<file path="config.mk">
export PLATFORM = sky130hd
export DESIGN_NAME = cla_pipe_adder
export DESIGN_NICKNAME = d
export VERILOG_FILES = /design/src/rtl/cla_pipe_adder.sv
export SDC_FILE = /design/constraint.sdc
export NUM_CORES = 1
export LEC_CHECK = 0
export BUFFER_PORTS_ARGS = -buffer_cell sky130_fd_sc_hd__clkbuf_2
export CAP_MARGIN = 20
export CORE_UTILIZATION = 45
export CTS_BUF_LIST = sky130_fd_sc_hd__clkbuf_16
export DETAILED_ROUTE_END_ITERATION = 8
export HOLD_SLACK_MARGIN = 0.02
export PLACE_DENSITY = 0.69
export SYNTH_ARGS = -nofsm -noshare
export SYNTH_HDL_FRONTEND = slang
export SYNTH_SLANG_ARGS = --single-unit
</file>
<file path="constraint.sdc">
create_clock -name clk -period 5.5 [get_ports clk]
set_input_delay 1.1 -clock clk [delete_from_list [all_inputs] [get_ports clk]]
set_output_delay 1.1 -clock clk [all_outputs]
set_load 0.02 [all_outputs]
</file>
<file path="src/rtl/cla_pipe_adder.sv">
// Pipelined carry-lookahead adder/subtractor: WIDTH bits split into STAGES slices,
// each slice a GROUP-bit block CLA, with the inter-slice carry registered.
module cla_pipe_adder #(
  parameter int WIDTH  = 32,
  parameter int STAGES = 2,
  parameter int GROUP  = 4
) (
  input  logic             clk,
  input  logic             rst_n,
  input  logic             inValid,
  output logic             inReady,
  input  logic [WIDTH-1:0] operA,
  input  logic [WIDTH-1:0] operB,
  input  logic             Cin,
  input  logic             sub,
  output logic             outValid,
  input  logic             outReady,
  output logic [WIDTH-1:0] resultOUT,
  output logic             Cout,
  output logic             ovf
);

  localparam int S  = WIDTH / STAGES;
  localparam int NG = S / GROUP;

  // Returns {carry_out, sum}; carries are looked ahead within each group and
  // the group carry is forwarded to the next group.
  function automatic logic [S:0] cla_slice(input logic [S-1:0] a,
                                           input logic [S-1:0] b,
                                           input logic         cin);
    logic [S-1:0] g, p, c;
    logic         cg, gg, pp;
    g  = a & b;
    p  = a ^ b;
    c  = '0;
    cg = cin;
    for (int j = 0; j < NG; j++) begin
      gg = 1'b0;
      pp = 1'b1;
      for (int i = 0; i < GROUP; i++) begin
        c[j*GROUP+i] = gg | (pp & cg);
        gg           = g[j*GROUP+i] | (p[j*GROUP+i] & gg);
        pp           = pp & p[j*GROUP+i];
      end
      cg = gg | (pp & cg);
    end
    return {cg, p ^ c};
  endfunction

  logic [STAGES-1:0] vld_q, vld_d, adv;

  // A stage moves when it is empty or its successor moves; the last stage moves on outReady.
  always_comb begin
    adv      = '0;
    vld_d    = '0;
    vld_d[0] = inValid;
    for (int k = 1; k < STAGES; k++) vld_d[k] = vld_q[k-1];
    adv[STAGES-1] = !vld_q[STAGES-1] || outReady;
    for (int k = STAGES - 2; k >= 0; k--) adv[k] = !vld_q[k] || adv[k+1];
  end

  always_ff @(posedge clk or negedge rst_n) begin
    if (!rst_n) vld_q <= '0;
    else        vld_q <= (vld_q & ~adv) | (vld_d & adv);
  end

  assign inReady = adv[0];

  for (genvar k = 0; k < STAGES; k++) begin : g_stage
    localparam int REM = WIDTH - (k + 1) * S;

    logic [S-1:0]         a_s, b_s;
    logic                 c_s, load;
    logic [S:0]           res;
    logic [(k+1)*S-1:0]   sum_d, sum_q;
    logic                 carry_q;

    assign load = adv[k] && vld_d[k];
    assign res  = cla_slice(a_s, b_s, c_s);

    // Stage 0 takes its slice straight from the ports; B is inverted here for subtract.
    if (k == 0) begin : g_src
      assign a_s   = operA[S-1:0];
      assign b_s   = sub ? ~operB[S-1:0] : operB[S-1:0];
      assign c_s   = sub | Cin;
      assign sum_d = res[S-1:0];
    end else begin : g_src
      assign a_s   = g_stage[k-1].g_fwd.a_q[S-1:0];
      assign b_s   = g_stage[k-1].g_fwd.b_q[S-1:0];
      assign c_s   = g_stage[k-1].carry_q;
      assign sum_d = {res[S-1:0], g_stage[k-1].sum_q};
    end

    always_ff @(posedge clk or negedge rst_n) begin
      if (!rst_n) begin
        sum_q   <= '0;
        carry_q <= 1'b0;
      end else if (load) begin
        sum_q   <= sum_d;
        carry_q <= res[S];
      end
    end

    // Operand bits not yet consumed are skewed forward to meet their carry.
    if (REM > 0) begin : g_fwd
      logic [REM-1:0] a_d, b_d, a_q, b_q;
      if (k == 0) begin : g_op
        assign a_d = operA[WIDTH-1:S];
        assign b_d = sub ? ~operB[WIDTH-1:S] : operB[WIDTH-1:S];
      end else begin : g_op
        assign a_d = g_stage[k-1].g_fwd.a_q[REM+S-1:S];
        assign b_d = g_stage[k-1].g_fwd.b_q[REM+S-1:S];
      end
      always_ff @(posedge clk or negedge rst_n) begin
        if (!rst_n) begin
          a_q <= '0;
          b_q <= '0;
        end else if (load) begin
          a_q <= a_d;
          b_q <= b_d;
        end
      end
    end

    // Carry into the MSB is recovered as a^b^sum at that bit.
    if (k == STAGES - 1) begin : g_last
      logic ovf_d, ovf_q;
      assign ovf_d = (a_s[S-1] ^ b_s[S-1] ^ res[S-1]) ^ res[S];
      always_ff @(posedge clk or negedge rst_n) begin
        if (!rst_n)    ovf_q <= 1'b0;
        else if (load) ovf_q <= ovf_d;
      end
    end
  end

  assign outValid  = vld_q[STAGES-1];
  assign resultOUT = g_stage[STAGES-1].sum_q;
  assign Cout      = g_stage[STAGES-1].carry_q;
  assign ovf       = g_stage[STAGES-1].g_last.ovf_q;

endmodule

</file>
# Word level (Yosys, flattened, before mapping)
# Index checks and enable logic that the tools add are counted.
# word_totals
latchBits	0
word_cells	168
regBits	85
output_inout_bits	36
n_memories	0
mem_bits_ro	0
mem_bits_rw	0
# op_classes
magnitude_cmp	0
n_eq_ne	0
n_addsub	0
n_reduce_logical	6
multipliers	0
n_bitwise	152
mux	2
shifts	0
n_div	0
# ops
cell	n
$and 1x1->1	80
$xor 16x16->16	4
$or 1x1->1	57
$and 16x16->16	2
$mux 16	2
$not 16->16	2
$and 2x2->2	2
$xor 1x1->1	3
$logic_and 1x1->1	2
$logic_not 1->1	2
$logic_or 1x1->1	2
$not 2->2	1
$or 2x2->2	1

# Longest topological paths before layout
# Gate-level depths: netlist (run 1).
# logic_depth
depth_word	17
mapped_depth	12
depth_no_buf	10

# Worst setup path before layout (run 1)
# OpenSTA, ideal clock, no wires.
# synth_timing
path_kind	input to register
from	in sub
to	reg g_stage[0].sum_q[12]
path_buffers	2
stages	11
setup_time_ns	0.083
slack_ns	1.868
t_arrival_ns	3.549
path_cell_list	buf_2 buf_1 xor2_1 ha_1 a211oi_1 o21ai_0 a21oi_2 nor3_1 nor2_1 fa_1 o21ai_0
# synth_between
elab_chain_len	14
word_cells_on_any_way	38
classes_between	mux (1); bitwise (37)
# synth_rtl
element	line_no	text
start, declared	15	input logic sub,
$mux 16	84	assign b_s = sub ? ~operB[S-1:0] : operB[S-1:0];
$xor 16x16->16 / $and 16x16->16 (equally long branches)	34, 33	
$and 1x1->1	42	gg = g[j*GROUP+i] | (p[j*GROUP+i] & gg);
$or 1x1->1	42	
$and 1x1->1	42	
$or 1x1->1	42	
$and 1x1->1	42	
$or 1x1->1	42	
$or 1x1->1	45	cg = gg | (pp & cg);
$and 1x1->1	45	
$or 1x1->1	45	
$and 1x1->1	45	
$or 1x1->1	45	
$xor 16x16->16 *	47	return {cg, p ^ c};
end signal, assigned	99	sum_q <= sum_d;
end, declared	75	logic [(k+1)*S-1:0] sum_d, sum_q;
# Every way passes the cells marked *; elsewhere a longest branch is shown, timed or not.
# A chain may end at the register's enable or synchronous reset.

# Worst setup path after layout (run 1)
# layout_timing
from	in sub
to	reg g_stage[0].sum_q[15]
# layout_between
elab_chain_len	16
word_cells_on_any_way	46
classes_between	mux (1); bitwise (45)
# layout_rtl
element	line_no	text
$mux 16	84	
$xor 16x16->16 / $and 16x16->16 (equally long branches)	34, 33	
$and 1x1->1	42	
$or 1x1->1	42	
$and 1x1->1	42	
$or 1x1->1	42	
$and 1x1->1	42	
$or 1x1->1	42	
$or 1x1->1	45	
$and 1x1->1	45	
$or 1x1->1	45	
$and 1x1->1	45	
$or 1x1->1	45	
$and 1x1->1	41	c[j*GROUP+i] = gg | (pp & cg);
$or 1x1->1	41	
$xor 16x16->16 *	47	
# Marked as above.

==> impl_metrics.tcl, run 1 <==
set metrics [dict create \
    setup_ws_ns 2.14 \
    post_drt_wl_per_cell_um 13.9 \
    ys_async_sr_fraction_pct 100 \
    grt_use_total_pct 18.5 \
    rr_endpoint "resultOUT[28]" \
    fmax_mhz 297 \
    r2r-start "g_stage[0].g_fwd.a_q[1]" \
    grt_max_degree 86 \
    holdCritStartpoint "g_stage[0].sum_q[14]" \
    status "finished, final reports clean" \
    cts_resized 0 \
    min_path_type "reg -> reg" \
    setup_violations 0 \
    seq_power_share_pct 37.9 \
    cp_data_arrival_time_ns 3.56 \
    drive_above_1_share_pct 32.9 \
    reg2reg_depth 8 \
    rsz0062_at_grt "no" \
    p_sw_uw 842 \
    combPwrFrac_pct 35.2 \
    synth.avg_cell_area_um2 11.0 \
    fp.dieH_um 104 \
    synth.area.top_cells "dfrtp_1 (45%), mux2_2 (9.1%), ha_1 (8.5%), xor2_1 (5.4%), o21ai_0 (4.9%)" \
    endpoint_kind "flip-flop" \
    p_per_area_nw_per_um2 426 \
    worst-path-max-fanout 21 \
    htreeDepth 3 \
    post_cts_buffers 0 \
    cts_tree "done" \
    firstDrtPassIters 5 \
    diodes 0 \
    multi_input_area_um2 2450 \
    mostFrequentLayoutCell "clkbuf_2" \
    rrSetupSlack_ns 2.86 \
    grt_antenna_before_repair 0 \
    tns_ns 0 \
    dieArea_um2 10800 \
    yosysTopAreaCellShare_pct 45.4 \
    min_path_cells 2 \
    post-route-util_pct 57.1 \
    ys_seq_elements 85 \
    globalplace.congestion 0.866 \
    numCtsBuffers 9 \
    core_area_um2 9950 \
    total_power_mw 2.42 \
    area_growth_pct 21.2 \
    clockBufferDepth 2 \
    dpl.hpwl_um 6950 \
    drtIter0Drc 142 \
    ys_types 42 \
    maxCapViolCount 0 \
    synthCells 428 \
    yosysSeqAreaShare_pct 45.4 \
    p_clk_share_pct 26.9 \
    ios 106 \
    relSlewSlack_pct 39.5 \
    internal_power_mw 1.58 \
    place_ws_ns 1.79 \
    viasPerCell 5.03 \
    final_cell_mix "clkbuf_2 (104), dfrtp_1 (85), o21ai_0 (46), nand2_1 (46), mux2_2 (38)" \
    start_util_pct 47.1 \
    yosysWarnings 0 \
    slew_violations 0 \
    clk_pin_slew_worst_paths_ns 0.06 \
    min_period_ns 3.36 \
    syn-cell-area_um2 4690 \
    globalRouteOverflowTotal 0 \
    totalWireLength_um 9310 \
    yosysTopAreaCell "dfrtp_1" \
    ant_nets 0 \
    fin_skew_ns 0.00703 \
    p_leak_nw 2.74 \
    drcViolationCount 0 \
    holdWs_ns 0.472 \
    crit_required_ns 5.70 \
    final_nets 640 \
    crit_type "in -> reg" \
    rows 36 \
    period_share_pct 61.1 \
    grt_pass1_wl_um 16100 \
    startpoint_type "primary input" \
    irDropWorstVdd_v 0.000226 \
    first_global_vias 3437 \
    synth_flop_cell "dfrtp_1" \
    clock_sinks 85 \
    min_to "g_stage[0].sum_q[14]" \
    die_w_um 104 \
    synth-edff-count 0 \
    port_buffers 105 \
    cts-root-buf "clkbuf_16" \
    final_hold_viol_count 0 \
    clock_latency_ns 0.33 \
    regArea_um2 2130 \
    tightest_slew_ns 0.904 \
    swShare_pct 34.8 \
    n_fill_cell 886 \
    syn_nets 538 \
    postCtsHoldBufs 0 \
    vias 3362 \
]
-- logic make-up after synthesis --
family / count (synthesis) / share of synthesized area (%)
compound gates: 102 / 13.5
flops: 85 / 45.4
simple gates: 79 / 7.18
xor+xnor: 54 / 10.1
fa+ha+maj: 40 / 12.0
mux: 39 / 9.44
buf+inv: 29 / 2.45
-- sequential cells by signal (all words and copies together), names as in the netlist, named ones only --
register	flops
Cout	1
g_stage.carry_q	1
g_stage.g_fwd.a_q	16
g_stage.g_fwd.b_q	16
g_stage.sum_q	16
ovf	1
resultOUT	32
-- metrics by stage --
stage          cell area [um2]  cells
6_report                  5680    668
5_1_grt                   5680    668
4_1_cts                   5660    667
3_5_place_dp              5330    651
3_3_place_gp              5330    651
2_1_floorplan             4690    428
-- power by group through the flow --
stage	clock (mW)	combinational (mW)	sequential, mW
final	0.651	0.852	0.916
after global routing	0.688	0.950	0.941
after CTS	0.665	0.860	0.919
after detailed placement	0	0.857	0.929
after global placement	0	0.831	0.921
after floorplan	0	0.468	1.05
-- worst max-delay path, stage by stage --
cell and delay, ns:
clkbuf_2 0.34, buf_4 0.43, xor2_1 0.12, ha_1 0.39, a21oi_1 0.12, a21oi_1 0.19
or3b_2 0.48, o21ai_2 0.17, xnor2_1 0.15, o21ai_1 0.07
-- layout make-up --
| cell class | count | share of cell area, % |
|---|---|---|
| clock inverters | 7 | 1.70 |
| flip-flops and latches | 85 | 37.4 |
| well taps | 133 | 2.93 |
| clock buffers | 9 | 3.96 |
| multi-input cells | 314 | 43.2 |
| inverters | 12 | 0.793 |
| repair buffers | 108 | 10.0 |
-- how the worst max path moves through the flow --
stage                           end  slack (ns)  from  cells past startpoint
2_1_floorplan  g_stage[0].sum_q[12]        1.87   sub                     11
3_3_place_gp   g_stage[0].sum_q[13]        1.90   sub                     10
3_5_place_dp    g_stage[0].sum_q[4]        1.79   sub                      9
4_1_cts         g_stage[0].sum_q[4]        2.13   sub                      9
5_1_grt        g_stage[0].sum_q[12]        1.93   sub                     10
6_report       g_stage[0].sum_q[15]        2.14   sub                     10
-- cell usage after synthesis, types with 6 or more instances --
cell	instances
clkbuf_1	10
inv_1	12
ha_1	32
nor2_1	14
nand2_1	48
o21ai_0	46
mux2_2	38
a21o_1	6
dfrtp_1	85
xnor2_1	25
fa_1	8
xor2_1	29
a21oi_1	17
-- layer usage --
layer  routed length [um]  up-vias  global-route usage, %
met4                  131        0                   6.22
met1                 4200     1569                   23.0
met5                    0        -                      0
met2                 4440       98                   31.4
li1                     -     1682                      -
met3                  539       13                   4.57
No activity file was read; power rests on OpenSTA's default activity.
==> inputs of run 2 (changes only) <==
==> constraint.sdc (replaced) <==
create_clock -name clk -period 3.5 [get_ports clk]
set_input_delay 0.7 -clock clk [delete_from_list [all_inputs] [get_ports clk]]
set_output_delay 0.7 -clock clk [all_outputs]
set_load 0.02 [all_outputs]
==> run 2 against run 1 <==
Wire length decreased by 1.1%. Count of clock-buffer cells in the layout did not move. Non-clock buffer count is 1 higher. Sequential power grew 57%. Core utilization down 0.43 points. Worst hold slack worse by 0.27 ns. Clock skew about the same. Global-route usage shrank 0.13 points. Die area is the same. Largest cell class unchanged.
==> impl_metrics.tcl, run 2 (same netlist as run 1, synthesis figures left out) <==
set metrics [dict create \
    status "finished, final reports clean" \
    totalWireLength_um 9210 \
    firstDrtPassIters 6 \
    rows 36 \
    grtUsageMet1_pct 22.8 \
    drive_above_1_share_pct 32.5 \
    post_drt_wl_per_cell_um 13.8 \
    tns_ns 0 \
    fmax_mhz 356 \
    ios 106 \
    tightest_slew_ns 0.888 \
    crit_required_ns 3.76 \
    min_path_type "in -> async" \
    grt_use_total_pct 18.4 \
    post_cts_buffers 0 \
    min_period_ns 2.81 \
    grt_pass1_wl_um 15800 \
    htreeDepth 3 \
    ant_nets 0 \
    maxCapViolCount 0 \
    vias 3348 \
    period_share_pct 80.3 \
    diodes 0 \
    dieArea_um2 10800 \
    grt_use_met2_pct 30.8 \
    use_met3_pct 4.45 \
    clock_latency_ns 0.33 \
    die_w_um 104 \
    globalplace.congestion 0.886 \
    p_per_area_nw_per_um2 643 \
    core_area_um2 9950 \
    startpoint_type "primary input" \
    crit_chain "clkbuf_2 -> xor2_1 -> ha_1 -> a211oi_1 -> o21ai_0 -> a21oi_2 -> nor3_1 -> nor2_1 -> fa_1 -> o21ai_0" \
    grt_max_degree 86 \
    rsz0062_at_grt "no" \
    crit_type "in -> reg" \
    final_nets 641 \
    dpl.hpwl_um 6900 \
    cp_data_arrival_time_ns 3.06 \
    endpoint_kind "flip-flop" \
    final_cell_mix "clkbuf_2 (104), dfrtp_1 (85), o21ai_0 (46), nand2_1 (46), mux2_2 (38)" \
    total_power_mw 3.62 \
    clk_pin_slew_worst_paths_ns 0.06 \
    fp.dieH_um 104 \
    fin_skew_ns 0.00670 \
    slew_violations 0 \
    final_hold_viol_count 0 \
    max_stage_delay_ns 0.43 \
    setup_violations 0 \
    worst-path-max-fanout 9 \
    busiest_layer "met2" \
    clock_sinks 85 \
    crit_top_cell "o21ai_0" \
    cts_resized 0 \
    area_growth_pct 20.3 \
    cts_tree "done" \
    postCtsHoldBufs 0 \
    globalRouteOverflowTotal 0 \
    irDropWorstVdd_v 0.000255 \
    drtIter0Drc 73 \
    largest_reg_flops 32 \
    start_util_pct 47.1 \
    drcViolationCount 0 \
    port_buffers 105 \
    clockBufferDepth 2 \
    cts-root-buf "clkbuf_16" \
    slowest_stage "fa_1" \
    viasPerCell 5.00 \
    p_leak_nw 2.72 \
    numCtsBuffers 9 \
    grt_antenna_before_repair 0 \
    first_global_vias 3410 \
    mostFrequentLayoutCell "clkbuf_2" \
    relSlewSlack_pct 40.6 \
]
==> run 2: power by group <==
part / internal (mW) / switching [mW]
clock network: 0.469 / 0.372
logic: 0.578 / 0.766
registers: 1.28 / 0.165
==> run 2: per-layer routing <==
metal | routed length [um] | share of wire, %
met2 | 4310 | 47
met4 | 174 | 1.9
met3 | 500 | 5.4
met5 | 0 | 0
met1 | 4220 | 46
==> run 2: worst max-delay path: cells and delay by family <==
family / cells / cell delay [ns]
and+or+nand+nor: 2 / 0.25
xor gates and xnor gates: 1 / 0.20
buffers and inverters: 1 / 0.19
AOI/OAI and AO/OA: 4 / 0.95
adders and majority gates: 2 / 0.77
==> run 2: stage by stage <==
step / util [%] / cell area (um2) / hold slack (ns) / setup WS, ns / cells
2_1_floorplan: - / 4690 / 0.404 / 0.268 / 428
3_3_place_gp: 53.8 / 5350 / 0.457 / 0.445 / 652
3_5_place_dp: 53.8 / 5350 / 0.467 / 0.365 / 652
4_1_cts: 56.4 / 5610 / 0.480 / 0.710 / 668
5_1_grt: 56.7 / 5640 / 0.198 / 0.449 / 669
6_report: 56.7 / 5640 / 0.201 / 0.691 / 669
==> run 2: final timing paths <==
kind,slack [ns],end,cells after the start,start
min reg2reg,0.48,g_stage[0].sum_q[5],2,g_stage[0].sum_q[5]
max in group asynchronous,2.71,g_stage[0].g_fwd.b_q[12],2,rst_n
max reg2reg,0.88,resultOUT[28],8,g_stage[0].g_fwd.b_q[1]
max,0.69,g_stage[0].sum_q[12],10,sub
min in group clk,0.48,g_stage[0].sum_q[5],2,g_stage[0].sum_q[5]
min,0.20,resultOUT[23],1,rst_n
==> run 2: area by class of cell <==
class	instances	area (um2)
well taps	133	166
clock inverters	7	33.8
clock buffers	9	225
flip-flops and latches	85	2130
inverters	12	45.0
repair buffers	109	591
multi-input cells	314	2450
fillers	881	4310
==> inputs of run 3 (changes only) <==
==> constraint.sdc (replaced) <==
create_clock -name clk -period 2.8 [get_ports clk]
set_input_delay 0.56 -clock clk [delete_from_list [all_inputs] [get_ports clk]]
set_output_delay 0.56 -clock clk [all_outputs]
set_load 0.02 [all_outputs]
==> run 3 against run 2 <==
Via count rose by 2.1%. Largest power group unchanged. Setup slack got worse by 0.53 ns. Count of clock-buffer cells in the layout did not move.
==> impl_metrics.tcl, run 3 (same netlist as run 1, synthesis figures left out) <==
set metrics [dict create \
    clockBufferDepth 2 \
    grtUsageMet1_pct 23.9 \
    numCtsBuffers 9 \
    slew_violations 0 \
    busiest_layer "met2" \
    cts-root-buf "clkbuf_16" \
    globalplace.congestion 0.859 \
    start_util_pct 47.1 \
    setup_ws_ns 0.159 \
    grt_max_degree 49 \
    ios 106 \
    fin_area_um2 5770 \
    use_met3_pct 3.07 \
    tightest_slew_ns 0.779 \
    totalWireLength_um 9540 \
    relSlewSlack_pct 47.9 \
    p_sw_mw 1.64 \
    final_nets 656 \
    p_leak_nw 2.80 \
    grt_antenna_before_repair 0 \
    min_path_type "in -> async" \
    seq_power_share_pct 38.6 \
    viasPerCell 5.00 \
    rsz0062_at_grt "no" \
    combPwrFrac_pct 37.1 \
    grt_pass1_wl_um 16600 \
    cts_tree "done" \
    r2r-start "g_stage[0].g_fwd.a_q[1]" \
    first_global_vias 3585 \
    largest_reg_flops 32 \
    crit_type "in -> reg" \
    dieArea_um2 10800 \
    dpl.hpwl_um 7270 \
    status "finished, final reports clean" \
    setup_violations 0 \
    post-route-util_pct 58.0 \
    p_per_area_nw_per_um2 809 \
    swShare_pct 35.2 \
    crit_required_ns 3.06 \
    worst-path-max-fanout 9 \
    area_growth_pct 23.0 \
    drive_above_1_share_pct 34.7 \
    min_period_ns 2.64 \
    core_area_um2 9950 \
    htreeDepth 3 \
    cp_data_arrival_time_ns 2.90 \
    tns_ns 0 \
    post_drt_wl_per_cell_um 14.0 \
    vias 3419 \
    endpoint_kind "flip-flop" \
    grt_use_total_pct 19.1 \
    internal_power_mw 3.03 \
    firstDrtPassIters 4 \
    fp.dieH_um 104 \
    place_ws_ns -0.171 \
    final_hold_viol_count 0 \
    placed_cell_area_um2 5490 \
    postCtsHoldBufs 0 \
    irDropWorstVdd_v 0.000366 \
    crit_start "sub" \
    clock_latency_ns 0.33 \
    fin_skew_ns 0.00686 \
    diodes 0 \
    clk_pin_slew_worst_paths_ns 0.06 \
    clock_sinks 85 \
    fmax_mhz 379 \
    maxCapViolCount 0 \
    startpoint_type "primary input" \
    final_cell_mix "clkbuf_2 (104), dfrtp_1 (85), nand2_1 (46), o21ai_0 (45), mux2_2 (38)" \
    die_w_um 104 \
    p_clk_share_pct 24.3 \
    ant_nets 0 \
    mostFrequentLayoutCell "clkbuf_2" \
    drcViolationCount 0 \
    drtIter0Drc 83 \
    port_buffers 105 \
    globalRouteOverflowTotal 0 \
    period_share_pct 94.3 \
    grt_use_met2_pct 33.2 \
    rows 36 \
    total_power_mw 4.67 \
    post_cts_buffers 0 \
]
[run 3: cell count changes in the layout (fill, tap and decap cells not counted)]
cell       delta
a21oi_1       -1
inv_1         +1
a21oi_2       +1
o21ai_1       +1
o21ai_0       -1
clkinv_1      -1
buf_4        +16
a211oi_1      -1
bufinv_16     +1
clkinv_2      -1
or2_4         +1
or2_2         -1
a211oi_2      +1
buf_16        -1
[run 3: worst max-delay path: stages]
cell      delay (ns)
clkbuf_2        0.24
buf_4           0.21
xor2_1          0.21
ha_1            0.28
o21ai_0         0.22
o21ai_0         0.14
a21oi_2         0.20
nor3_1          0.08
nor2_1          0.16
fa_1            0.43
o21ai_0         0.16
[run 3: area by class of cell]
| class | count | area (um2) |
|---|---|---|
| clock inverter | 7 | 58.8 |
| sequential | 85 | 2130 |
| tap | 133 | 166 |
| clock buffer | 9 | 225 |
| multi-input combinational | 314 | 2460 |
| fill | 880 | 4190 |
| inverter | 12 | 45.0 |
| timing repair buffer | 124 | 683 |
[run 3: through the flow]
stage	hold slack, ns	instances
after global placement	0.457	668
after detailed placement	0.466	668
after global routing	0.229	684
after CTS	0.207	684
final	0.188	684
after floorplan	0.264	428
[run 3: power groups by stage]
stage	logic [mW]	registers [mW]	clock network, mW
floorplan	0.929	2.05	0
global placement	1.68	1.81	0
detailed placement	1.74	1.83	0
CTS	1.75	1.81	1.16
global route	1.93	1.85	1.21
finish	1.73	1.80	1.13
[run 3: final timing paths]
check	slack (ns)	depth (start not counted)	end
hold / removal	0.19	1	resultOUT[29]
setup / recovery	0.16	11	g_stage[0].sum_q[12]
max in group asynchronous	1.99	2	g_stage[0].sum_q[10]
hold reg to reg	0.47	2	g_stage[0].sum_q[10]
setup reg to reg	0.20	8	resultOUT[28]
min in group clk	0.45	2	g_stage[0].g_fwd.a_q[1]
[run 3: repair_timing]
action	CTS	global route
endpoints found under the hold margin	0	0
resized for setup	0	1
endpoints found under the setup margin	0	1
[run 3: layer usage]
metal  part of all wire (%)  up-vias  wire length (um)
met5                      0        -                 0
met4                    1.5        0               142
met3                    4.5       11               431
met2                     49       91              4690
met1                     45     1595              4280
li1                       -     1722                 -
